<file path="src/rtl/des_pipe_sched.sv">
// des_pipe_sched: scheduler / flow controller for a fixed-latency pipelined DES datapath.
// Admits 64-bit blocks from a ready/valid source and issues them into the free-running
// pipeline. A {valid, tag} shift chain tracks each block through the pipeline at matched
// latency. Results land in an output FIFO. Admission is gated by credits, so the FIFO
// cannot overflow under downstream backpressure.
//
// Ports:
//   clk, rst                       clock, asynchronous active-low reset
//   start, flush                   control pulses (IDLE->RUN, RUN->DRAIN)
//   busy, flush_done               status (not IDLE, DRAIN->IDLE pulse)
//   s_valid/s_ready/s_data/s_mode/s_tag    upstream block interface
//   pipe_in_valid/pipe_in_data/pipe_in_mode  issue to pipeline
//   pipe_out_data                  pipeline result, LATENCY cycles after issue
//   m_valid/m_ready/m_data/m_tag   downstream result interface (FIFO head)
//
// Optional feature macro DES_PIPE_SCHED_STATS_EN adds saturating counters
// stat_blocks (pops) and stat_stall (cycles with s_valid && !s_ready in RUN).
module des_pipe_sched #(
   parameter int unsigned LATENCY   = 17,
   parameter int unsigned OUT_DEPTH = 4,
   parameter int unsigned TAG_W     = 4
) (
   input  logic             clk,
   input  logic             rst,
   input  logic             start,
   input  logic             flush,
   output logic             busy,
   output logic             flush_done,
   input  logic             s_valid,
   output logic             s_ready,
   input  logic [63:0]      s_data,
   input  logic             s_mode,
   input  logic [TAG_W-1:0] s_tag,
   output logic             pipe_in_valid,
   output logic [63:0]      pipe_in_data,
   output logic             pipe_in_mode,
   input  logic [63:0]      pipe_out_data,
   output logic             m_valid,
   input  logic             m_ready,
   output logic [63:0]      m_data,
   output logic [TAG_W-1:0] m_tag
`ifdef DES_PIPE_SCHED_STATS_EN
   ,
   output logic [31:0]      stat_blocks,
   output logic [31:0]      stat_stall
`endif
);

   localparam int unsigned IFW = $clog2(LATENCY + 1);
   localparam int unsigned CW  = $clog2(OUT_DEPTH + 1);
   localparam int unsigned PW  = $clog2(OUT_DEPTH);

   localparam logic [1:0] IDLE  = 2'd0;
   localparam logic [1:0] RUN   = 2'd1;
   localparam logic [1:0] DRAIN = 2'd2;

   logic [1:0]       state_q, state_d;
   logic [IFW-1:0]   inflight_q, inflight_d;
   logic [CW-1:0]    count_q, count_d;
   logic [PW-1:0]    wr_ptr_q, rd_ptr_q;
   logic [63:0]      mem_data_q [OUT_DEPTH];
   logic [TAG_W-1:0] mem_tag_q [OUT_DEPTH];
   logic [LATENCY-1:0] chain_v_q;
   logic [TAG_W-1:0] chain_tag_q [LATENCY];

   logic        accept, push, pop, drained;
   int unsigned used;

   // Every admitted block not yet popped holds one credit.
   assign used    = 32'(inflight_q) + 32'(count_q);
   assign s_ready = (state_q == RUN) && (used < OUT_DEPTH);
   assign accept  = s_valid && s_ready;

   assign pipe_in_valid = accept;
   assign pipe_in_data  = s_data;
   assign pipe_in_mode  = s_mode;

   assign push    = chain_v_q[LATENCY-1];
   assign m_valid = (count_q != '0);
   assign pop     = m_valid && m_ready;
   assign m_data  = mem_data_q[rd_ptr_q];
   assign m_tag   = mem_tag_q[rd_ptr_q];

   // inflight == 0 already excludes a push this cycle; !push kept for clarity.
   assign drained    = (inflight_q == '0) && (count_q == '0) && !push;
   assign busy       = (state_q != IDLE);
   assign flush_done = (state_q == DRAIN) && drained;

   always_comb begin
      state_d = state_q;
      unique case (state_q)
         IDLE:    if (start) state_d = RUN;
         RUN:     if (flush) state_d = DRAIN;
         DRAIN:   if (drained) state_d = IDLE;
         default: state_d = IDLE;
      endcase
   end

   always_comb begin
      inflight_d = inflight_q;
      if (accept && !push) begin
         inflight_d = inflight_q + IFW'(1);
      end else if (push && !accept) begin
         inflight_d = inflight_q - IFW'(1);
      end
   end

   always_comb begin
      count_d = count_q;
      if (push && !pop) begin
         count_d = count_q + CW'(1);
      end else if (pop && !push) begin
         count_d = count_q - CW'(1);
      end
   end

   always_ff @(posedge clk or negedge rst) begin
      if (!rst) begin
         state_q    <= IDLE;
         inflight_q <= '0;
         count_q    <= '0;
         wr_ptr_q   <= '0;
         rd_ptr_q   <= '0;
         chain_v_q  <= '0;
         for (int i = 0; i < int'(LATENCY); i++) begin
            chain_tag_q[i] <= '0;
         end
         for (int i = 0; i < int'(OUT_DEPTH); i++) begin
            mem_data_q[i] <= '0;
            mem_tag_q[i]  <= '0;
         end
      end else begin
         state_q    <= state_d;
         inflight_q <= inflight_d;
         count_q    <= count_d;
         chain_v_q[0]   <= accept;
         chain_tag_q[0] <= s_tag;
         for (int i = 1; i < int'(LATENCY); i++) begin
            chain_v_q[i]   <= chain_v_q[i-1];
            chain_tag_q[i] <= chain_tag_q[i-1];
         end
         if (push) begin
            mem_data_q[wr_ptr_q] <= pipe_out_data;
            mem_tag_q[wr_ptr_q]  <= chain_tag_q[LATENCY-1];
            wr_ptr_q             <= wr_ptr_q + PW'(1);
         end
         if (pop) begin
            rd_ptr_q <= rd_ptr_q + PW'(1);
         end
      end
   end

`ifdef DES_PIPE_SCHED_STATS_EN
   logic [31:0] stat_blocks_q, stat_stall_q;

   always_ff @(posedge clk or negedge rst) begin
      if (!rst) begin
         stat_blocks_q <= '0;
         stat_stall_q  <= '0;
      end else begin
         if (pop && (stat_blocks_q != '1)) begin
            stat_blocks_q <= stat_blocks_q + 32'd1;
         end
         if ((state_q == RUN) && s_valid && !s_ready && (stat_stall_q != '1)) begin
            stat_stall_q <= stat_stall_q + 32'd1;
         end
      end
   end

   assign stat_blocks = stat_blocks_q;
   assign stat_stall  = stat_stall_q;
`endif

endmodule

</file>
<file path="config.mk">
export PLATFORM = sky130hd
export DESIGN_NAME = des_pipe_sched
export DESIGN_NICKNAME = d
export VERILOG_FILES = /design/src/rtl/des_pipe_sched.sv
export SDC_FILE = /design/constraint.sdc
export NUM_CORES = 1
export LEC_CHECK = 0
export ABC_AREA = 1
export BUFFER_PORTS_ARGS = -buffer_cell sky130_fd_sc_hd__buf_2
export CORE_AREA = 5 5 357 184
export CTS_BUF_LIST = sky130_fd_sc_hd__clkbuf_4 sky130_fd_sc_hd__clkbuf_8
export DETAILED_ROUTE_END_ITERATION = 6
export DIE_AREA = 0 0 362 189
export GPL_ROUTABILITY_DRIVEN = 0
export PLACE_DENSITY_LB_ADDON = 0.05
export RECOVER_POWER = 50
export SKIP_CTS_REPAIR_TIMING = 1
export SLEW_MARGIN = 20
export SYNTH_ARGS = -nofsm -noshare
export SYNTH_HDL_FRONTEND = slang
export SYNTH_SLANG_ARGS = --single-unit
</file>
<file path="constraint.sdc">
create_clock -name clk -period 5 [get_ports clk]
set_input_delay 0.5 -clock clk [delete_from_list [all_inputs] [get_ports clk]]
set_output_delay 0.5 -clock clk [all_outputs]
set_load 0.005 [all_outputs]
</file>
# Yosys cells after proc, flatten, opt, wreduce, memory -nomap -nowiden
# Cells that the tools add are included.
[classes]
n_addsub = 7
n_lt_le_gt_ge = 4
eq_ne = 5
muxes = 20
n_bitwise = 2
n_reduce_logical = 22
[ops]
columns = ["op", "count"]
rows = [
  ["$bwmux W256", 1],
  ["$mux W64", 3],
  ["$bmux W64 S2", 1],
  ["$demux W64 S2", 1],
  ["$bwmux W16", 1],
  ["$mux W4", 3],
  ["$logic_and A1 B1 Y1", 11],
  ["$mux W5", 2],
  ["$bmux W4 S2", 1],
  ["$demux W4 S2", 1],
  ["$add A5 B3 Y6", 1],
  ["$ge A3 B3 Y1 const B", 2],
  ["$lt A6 B3 Y1 const B", 1],
  ["$mux W2", 3],
  ["$mux W3", 2],
  ["$ne A2 B2 Y1 const B", 3],
  ["$not A2 Y3", 2],
  ["$pmux W2 S3", 1],
  ["$reduce_bool A2 Y1", 3],
  ["$add A5 B1 Y5 const B", 1],
  ["$logic_not A5 Y1", 1],
  ["$sub A5 B1 Y5 const B", 1],
  ["$add A2 B1 Y2 const B", 2],
  ["$add A3 B1 Y3 const B", 1],
  ["9 further kinds", 11],
]
[word_totals]
register_bits = 371
wordCells = 91

# Logic depth before layout (Yosys ltp)
[logic_depth]
word_depth = 8
depth_mapped = 15
mapped_depth_nobuf = 15

# Worst setup path before layout
# Ideal clock, no wire load.
[synth_timing]
kind = "reg-to-reg"
from = "register inflight_q[1]"
to = "register inflight_q[3]"
setup_ns = 0.117
arrival_ns = 2.278
required_ns = 4.883
path_slack_ns = 2.604
stages_incl_launch_ff = 12
period_less_slack_ns = 2.396
cell_sequence = "dfrtp_1 -> ha_1 -> nand3_1 -> nand3b_1 -> nor3b_1 -> ha_1 -> inv_1 -> ha_1 -> a21oi_1 -> nand3b_1 -> nand3_1 -> nand2_1"
[synth_between]
elab_chain_len = 7
word_cells_on_any_way = 12
[synth_lines]
columns = ["element", "line_no", "rtl"]
rows = [
  ["start: declaration", "58", "logic [IFW-1:0] inflight_q, inflight_d;"],
  ["start signal: assignment", "134", "inflight_q <= inflight_d;"],
  ["$add A5 B3 Y6 *", "70", "assign used = 32'(inflight_q) + 32'(count_q);"],
  ["$lt A6 B3 Y1 *", "71", "assign s_ready = (state_q == RUN) && (used < OUT_DEPTH);"],
  ["$logic_and A1 B1 Y1 *", "71", ""],
  ["$logic_and A1 B1 Y1 *", "72", "assign accept = s_valid && s_ready;"],
  ["named net pipe_in_valid", "34", "output logic pipe_in_valid,"],
  ["$logic_not A1 Y1", "103", "end else if (push && !accept) begin"],
  ["$logic_and A1 B1 Y1", "103", ""],
  ["$reduce_bool A2 Y1 (no source line)", "--", ""],
]
# The timed path passes the listed nets; every way through them passes the cells marked *. The select of a mux whose other input is x is not followed.
# A chain may end at the register's enable or synchronous reset.

# Worst setup path after layout
[layout_timing]
from = "register rd_ptr_q[0]"
to = "output m_data[51]"
[layout_between]
elab_chain_len = 4
[layout_lines]
columns = ["element", "line_no", "rtl"]
rows = [
  ["start: declaration", "60", "logic [PW-1:0] wr_ptr_q, rd_ptr_q;"],
  ["start signal: assignment", "148", "rd_ptr_q <= rd_ptr_q + PW'(1);"],
  ["$not A2 Y3 (not written as such)", "81", "assign m_data = mem_data_q[rd_ptr_q];"],
  ["$bmux W64 S2", "81", ""],
  ["$mux W64 (not written as such) (2 in series)", "81", ""],
  ["end: declaration", "40", "output logic [63:0] m_data,"],
]
# Every way passes these cells. The select of a mux whose other input is x is not followed.

==> out/results.tsv <==
metric	value	unit
status	finished, violations left	
failing checks	capacitance limit, slew limit	
Final Worst Setup Slack	1.53	ns
worst-path fanout max	104	
core area	0.0622	sq mm
total global routing overflow	0	
initial core utilization	24.6	%
worst r2r dst	mem_data_q[99]$_DFFE_PN0P_	
number of DRC markers in iteration 0	623	
Num CTS Buffers	59	
setup violators final	0	
most frequent cell after synthesis	dfrtp_1	
Yosys top cell area share	60.6	%
cells on worst reg2reg path	6	
vias	10900	
Setup Slack @ Placement	2.16	ns
Critical Path AT	2.97	ns
Final Util	27.8	%
CP Capture Type	output pin	
PortBufs	146	
sequential area share after synthesis	60.6	%
worst r2r src	wr_ptr_q[0]$_DFFE_PN0P_	
WL per Instance	17.4	um
Startpoint Class	flop	
largest net degree at the start of global routing	114	
reg-to-reg setup timing slack	2.00	ns
period utilisation layout	69.5	%
RSZ-0062 raised after global routing	false	
Final ANT Viol Nets	0	
DR DRC count	0	
yosys warns	0	
CTS root buffer	clkbuf_8	
clk slew on worst S/H paths	0.06	ns
Pleak	0.00827	uW
hold path startpoint	flush	
CTS tree	yes	
WHS	0.0936	ns
ys flop type	dfrtp_1	
initial antenna violation count	0	
Die W	362	um
Cell Rows	65	
Sequential Area	0.00929	sq mm
# IOs	277	
relative slew slack	-53.6	%
Worst-Skew Late Latency	0.63	ns
Slew Viols, Final	260	
hpwl dp	24900	um
ant diodes	0	
Synth area leader	dfrtp_1	
CP required	4.50	ns
Worst Setup SP	rd_ptr_q[0]$_DFFE_PN0P_	
first-pass GRT wire length	68700	um
HP Class	input pin to flop	
syn_area_per_cell	9.65	sq um
final hold vios	0	
Distinct cells, synth	26	
fillers	6634	
Power Dens Cells	600	mW/mm^2
Multi-input gate area	0.00452	sq mm
clk sinks	371	
Max clock buf depth	3	
drt pass-1 iters	5	
net count after synthesis	1739	
max cap viols	4	
Worst Hold End	state_q[0]$_DFFE_PN0P_	
Slew @ Worst Pin	2.30	ns
vias in the first global route	10900	
Peak VDD IR	307	uV
Fmax	0.288	GHz
Post-synth EDFFs	0	
WS Path Type	flop to output pin	
Async SR Flop Fraction	100	%
commonest cells in the netlist	dfrtp_1 (371), o21ai_0 (337), nand2_1 (296), nor2_1 (147), inv_1 (82)	
wirelength, routed	43900	um
synthesized flop and latch total	371	
clock period minus worst slack	3.47	ns
share of cells above drive strength 1	16.0	%
Post-Syn Instances	1587	
gr usage total	12.7	%
Area Growth Syn to Fin	13.1	%
die height	189	um
Post-Syn Area	0.0153	sq mm
mean number of vias per cell	4.31	
H-tree depth	2	
NumNets Final	1804	
die area	0.0684	sq mm
Area contributors post-synth	dfrtp_1 (61%), o21ai_0 (11%), nand2_1 (7.3%)	
WHS Path Cells	2	
TNS Setup	0	ns
clk_skew	0.0268	ns
==> sequential cells by signal (all words and copies together), names as in the netlist <==
signal / count
mem_data_q: 256
count_q: 3
chain_v_q: 17
mem_tag_q: 16
inflight_q: 5
state_q: 2
chain_tag_q: 68
rd_ptr_q: 2
wr_ptr_q: 2
==> worst max-delay path, cell delays in order, from the launching register on <==
cell and delay, ns:
dfrtp_4 0.68, inv_6 0.77, buf_4 0.38, nor2_1 0.07, o22ai_1 0.24, buf_2 0.16
==> cell families after synthesis <==
group / synth area share [%]
AO/OA/AOI/OAI: 16.5
AND/OR/NAND/NOR: 11.6
flip-flops: 60.6
buffers and inverters: 9.71
adder cells (fa/ha/maj): 1.16
XOR/XNOR: 0.400
multiplexers: 0.0735
==> layout make-up <==
cell class              count  area share [%]
multi-input cells         965            26.1
inverters                  84            1.86
clock inverters             7           0.347
well taps                 837            6.05
clock buffers              92            6.55
flip-flops and latches    371            53.7
repair buffers            171            5.43
==> worst max path at each step <==
stage	endpoint	slack, ns	depth (start not counted)
global placement	m_data[52]	2.18	5
detailed placement	m_data[51]	2.16	5
finish	m_data[51]	1.53	5
floorplan	inflight_q[3]$_DFFE_PN0P_	2.60	11
global route	mem_data_q[227]$_DFFE_PN0P_	0.92	3
CTS	m_data[51]	1.40	5
==> through the flow <==
stage	total power, uW	area [sq um]	std cells
3_3_place_gp	7830	16100	2423
2_1_floorplan	6540	15300	1587
5_1_grt	11300	17300	2527
4_1_cts	10700	17300	2522
6_report	10400	17300	2527
3_5_place_dp	7820	16100	2423
==> power breakdown <==
part / total (uW) / internal, uW / switching, uW
clock network: 2700 / 1470 / 1230
registers: 4470 / 3920 / 553
logic: 3210 / 1210 / 2000
==> metal layers <==
metal,GRT usage [%],up-vias,routed length [um]
met1,19.7,5318,23500
met4,2.85,0,817
met5,0,-,0
met3,2.95,77,1860
li1,-,5293,-
met2,17.8,205,17700
==> cells in the final DEF (no fill, tap or decap), drive strengths merged <==
| cell type | netlist | final |
|---|---|---|
| o21ai | 413 | 413 |
| dfrtp | 371 | 371 |
| nand2 | 300 | 300 |
| buf | 120 | 162 |
| nor2 | 148 | 148 |
| clkbuf | 47 | 96 |
| inv | 84 | 83 |
| o22ai | 68 | 68 |
| ha | 11 | 11 |
| clkinv | 0 | 7 |
| nand3 | 6 | 6 |
| dlygate4sd3 | 0 | 5 |
| xor2 | 4 | 4 |
| a21oi | 4 | 4 |
| xnor2 | 3 | 3 |
| nand3b | 2 | 2 |
| fa | 2 | 2 |
| nor4 | 1 | 1 |
| o31ai | 1 | 1 |
| mux2 | 1 | 1 |
| nor3b | 1 | 1 |
| bufinv | 0 | 1 |
(Power assumes the default switching activity.)
